## src/rtl/up5bit_sat_counter.sv

```systemverilog
// Saturating up-counter; increment beats clear
// so a same-cycle event lands as a count of 1.
module up5bit_sat_counter #(
  parameter int W = 8
) (
  input  logic         clk,
  input  logic         rst_n,
  input  logic         clr_i,
  input  logic         inc_i,
  output logic [W-1:0] cnt_o
);

  logic [W-1:0] cnt_q;
  logic [W-1:0] cnt_d;

  always_comb begin
    cnt_d = cnt_q;
    if (inc_i) begin
      if (clr_i) begin
        cnt_d = W'(1);
      end else if (cnt_q != '1) begin
        cnt_d = cnt_q + 1'b1;
      end
    end else if (clr_i) begin
      cnt_d = '0;
    end
  end

  always_ff @(posedge clk) begin
    if (!rst_n) begin
      cnt_q <= '0;
    end else begin
      cnt_q <= cnt_d;
    end
  end

  assign cnt_o = cnt_q;

endmodule

```

## config.mk

```make
export PLATFORM = sky130hd
export DESIGN_NAME = up5bit_sat_counter
export DESIGN_NICKNAME = d
export VERILOG_FILES = /design/src/rtl/up5bit_sat_counter.sv
export SDC_FILE = /design/constraint.sdc
export NUM_CORES = 1
export LEC_CHECK = 0
export BUFFER_PORTS_ARGS = -buffer_cell sky130_fd_sc_hd__buf_2
export CAP_MARGIN = 20
export CORE_AREA = 5 5 42 44
export DETAILED_ROUTE_END_ITERATION = 6
export DIE_AREA = 0 0 47 49
export PLACE_DENSITY = 0.62
export SYNTH_ARGS = -nofsm -noshare
export SYNTH_HDL_FRONTEND = slang
export SYNTH_SLANG_ARGS = --single-unit
export TNS_END_PERCENT = 100
```

## constraint.sdc

```tcl
create_clock -name clk -period 1.77 [get_ports clk]
set_input_delay 0.0885 -clock clk [delete_from_list [all_inputs] [get_ports clk]]
set_output_delay 0.0885 -clock clk [all_outputs]
set_load 0.02 [all_outputs]
```

Word level (Yosys, flattened, before mapping)

Index checks and enable logic that the tools add are counted.

Register bits: 8
Input port bits: 4
Output and inout bits: 8
Word-level logic and storage cells: 10

$add $sub $neg: 1
Equal/unequal tests: 1
Multiplexer cells: 4
Reduce and logical (&&, ||, !) cells: 3

Operators with widths:

| operator            | number |
|---|---|
| $mux 8              | 4 |
| $add 8x1->8 const B | 1 |
| $ne 8x8->1 const B  | 1 |
| $reduce_bool 2->1   | 2 |
| $reduce_and 2->1    | 1 |

Logic depth before layout (Yosys ltp)

Depth in word-level cells: 4
Gate-level depth with buffers: 4
Gate-level depth less buffers: 4

Least setup slack after synthesis

OpenSTA, ideal clock, no wires.

Path type: register to register
From: register cnt_q[1] (netlist: cnt_o[1])
To: register cnt_q[6] (netlist: cnt_o[6])
Setup time: 0.116 ns
Arrival: 1.448 ns
Required time: 1.654 ns
Setup slack: 0.206 ns
Stages on the path, launching flop included: 5
Path buffers: 0
Period minus slack after synthesis: 1.564 ns
Cells stage by stage: dfxtp_1 > ha_1 > nand3_1 > or4b_1 > o211a_1

Cells in the longest elaborated chain, start to end: 4
Elaborated cells on any way between the ends: 7
Those cells by class: 1 x add/sub; 1 x eq/ne; 3 x mux; 2 x reduce/logical

Ends and longest elaborated chain:

| item                   | line | RTL |
|---|---|---|
| from (decl)            | 13   | `logic [W-1:0] cnt_q;` |
| from (signal assigned) | 33   | `cnt_q <= cnt_d;` |
| $add 8x1->8            | 22   | `cnt_d = cnt_q + 1'b1;` |
| $mux 8                 | 21   | `end else if (cnt_q != '1) begin` |
| $mux 8                 | 19   | `if (clr_i) begin` |
| $mux 8                 | 18   | `if (inc_i) begin` |

Parallel ways exist; a longest one is shown, timed or not. The select of a mux whose other input is x is not followed.
A chain may end at the register's enable or synchronous reset.

Worst setup path after layout

From: register cnt_q[0] (netlist: cnt_o[0])
To: register cnt_q[6] (netlist: cnt_o[6])

The elaborated chain is that of the path after synthesis.

==> results.ini <==
[synthesis]
ys_ff_latch = 8
ys_warn_count = 0
synth_top_area_share_pct = 36.8
synth_cell_type_count = 29
syn_nets = 55
yosys-top-cells-area = dfxtp_1 (37%), a21oi_1 (5.7%), nand2_1 (4.3%)
synth_area_per_cell_um2 = 8.71
synth_cells = 50
synth_area_um2 = 435
ys_seq_area_share_pct = 36.8
synth_top_area_cell = dfxtp_1

[drt]
routedWlPerCell_um = 13.3
num_vias = 427
drc_errors = 0
drtAntennaViolNets = 0
firstDrtPassIters = 4
drt_iter0_markers = 6
via_per_inst = 5.41
routed_wl_um = 1050

[worst_setup_path]
cp.arrival_ps = 1650
r2r_start = cnt_o[0]
cp-end-kind = flop
reg2reg_depth = 4
rr_endpoint = cnt_o[6]
reg2reg_slack_ps = 270
cp_max_fo = 6
criticalPathCategory = reg -> reg
required_ps = 1920
start_kind = flop

[clock_tree]
cts_made_buffers = 3
clock_latency_ps = 250
max-clock-path-buffers = 2
cts-root-buf = clkbuf_4
cts_hold_buf = 0
cts.reportedPaths.clkPinSlew_ps = 60
cts_resized = 0
cts.sinks = 8
post_cts_buffers = 0
htreeDepth = 1
tritoncts = done

[worst_hold_path]
hp-start = rst_n
hold-path-cell-count = 3
min_to = cnt_o[0]
hold_path_class = in -> reg

[power_and_ir_drop]
ir_drop_mv = 0.252
p_sw_uw = 82.4
power_frac_comb_pct = 7.1
power.total_uw = 353
internal_power_uw = 270
seq_power_share_pct = 52.5
switching_share_pct = 23.4
powerDensity_mw_per_mm2 = 668
leakage_nw = 0.224
pwr-share-clk_pct = 40.4

[status]
status = finished clean

[final_layout]
fill_cells = 167
antenna_cells = 0
finalNonFillerCells = 79
area_growth_pct = 21.3
largest_reg_flops = 8
layout.nets = 70
drive_above_1_share_pct = 23.8

[floorplan]
pin_count = 12
core_mm2 = 0.00140
die_height_um = 49
die_x_um = 47
initial_utilization_pct = 31.1
dieArea_mm2 = 0.00230
rows = 14

[timing]
tightest_slew_ps = 283
slew-limit-headroom_pct = 81.1
fin_skew_ps = 0.939
max_freq_ghz = 0.666
holdWs_ps = 112
fin_crit_ps = 1500
final_max_slew_viol_count = 0
tns_ps = 0
setup_viol = 0
finalCritPeriodShare_pct = 84.8
hold_viol = 0
rsz0062_at_grt = false

[placed_design]
portBuffers = 11
gp_congestion = 0.787
post-dp-hpwl_um = 787
placed_cells = 76

[run]
maxCapViolations = 0

[grt]
grt_max_degree = 10
antenna_found_initial = 0
grt_pass1_vias = 405
grt_use_total_pct = 11.1
grt_pass1_wl_um = 1840
overflow = 0

-- per-stage QoR --
stage | setup WS, ps | cell area [um2] | utilization [%]
2_1_floorplan | 206 | 435 | -
3_3_place_gp | 318 | 505 | 36.1
3_5_place_dp | 284 | 505 | 36.1
4_1_cts | 264 | 528 | 37.7
5_1_grt | 138 | 528 | 37.7
6_report | 269 | 528 | 37.7
-- layout make-up --
type | count | area, um2 | area share [%]
multi-input combinational | 40 | 267 | 50.5
sequential | 8 | 160 | 30.3
timing repair buffer | 11 | 55.1 | 10.4
clock buffer | 3 | 22.5 | 4.27
tap | 16 | 20.0 | 3.79
inverter | 1 | 3.75 | 0.711
-- cells in the mapped netlist (all sizes together) --
library cell and number:
o31ai 1, and2b 1, or4b 1, o21ai 1, o211a 1, a21boi 2
dfxtp 8, a21oi 5, and3 1, o21bai 1, nand2b 2, nor2 1
nand4 3, a211oi 2, and4 2, buf 1, or3 1, ha 1
nand2 5, nand4b 1, mux2i 1, a31oi 1, nor3 2, o2111ai 1
a311oi 1, inv 1, nand3 2
-- worst max-delay path by stage --
stage / from / depth (start not counted) / endpoint
global route: cnt_o[0] / 4 / cnt_o[6]
CTS: cnt_o[0] / 4 / cnt_o[6]
floorplan: cnt_o[1] / 4 / cnt_o[6]
finish: cnt_o[0] / 4 / cnt_o[6]
detailed placement: cnt_o[0] / 4 / cnt_o[6]
global placement: cnt_o[0] / 4 / cnt_o[6]
-- placed cells by master, fill, tap and decap left out, types with 2 or more instances in the layout --
cell type / netlist / routed
a211oi_1: 2 / 2
and4_1: 2 / 2
dfxtp_1: 8 / 8
clkbuf_4: 0 / 3
a21oi_1: 5 / 5
nor3_1: 2 / 2
buf_2: 1 / 11
nand4_1: 3 / 3
nand2b_1: 2 / 2
nand2_1: 5 / 5
-- cell families (layout without fill, tap and decap cells) --
family,Yosys count,after routing,share of synthesized area [%]
adders and majority gates,1,1,2.87
buffers and inverters,2,15,2.01
DFF,8,8,36.8
and+or+nand+nor,22,22,31.0
AOI/OAI and AO/OA,16,16,25.0
muxes,1,1,2.30
-- power groups by stage --
stage	combinational (mW)	clock [mW]	sequential, mW
floorplan	0.0108	0	0.192
global placement	0.0252	0	0.189
detailed placement	0.0250	0	0.189
CTS	0.0250	0.149	0.185
global route	0.0278	0.157	0.186
finish	0.0249	0.143	0.185
-- per-layer routing --
| layer | vias up | track usage (%) | wire [um] |
|---|---|---|---|
| li1 | 227 | - | - |
| met1 | 189 | 15.9 | 541 |
| met2 | 9 | 13.6 | 441 |
| met3 | 2 | 3.69 | 62 |
| met4 | 0 | 6.91 | 8 |
| met5 | - | 0 | 0 |
-- critical path, stage by stage, from the launching register on --
cell and delay [ps]:
dfxtp_1 390, ha_1 260, nand3_1 130, or4b_1 480, o211a_1 130
(Power assumes the default switching activity.)
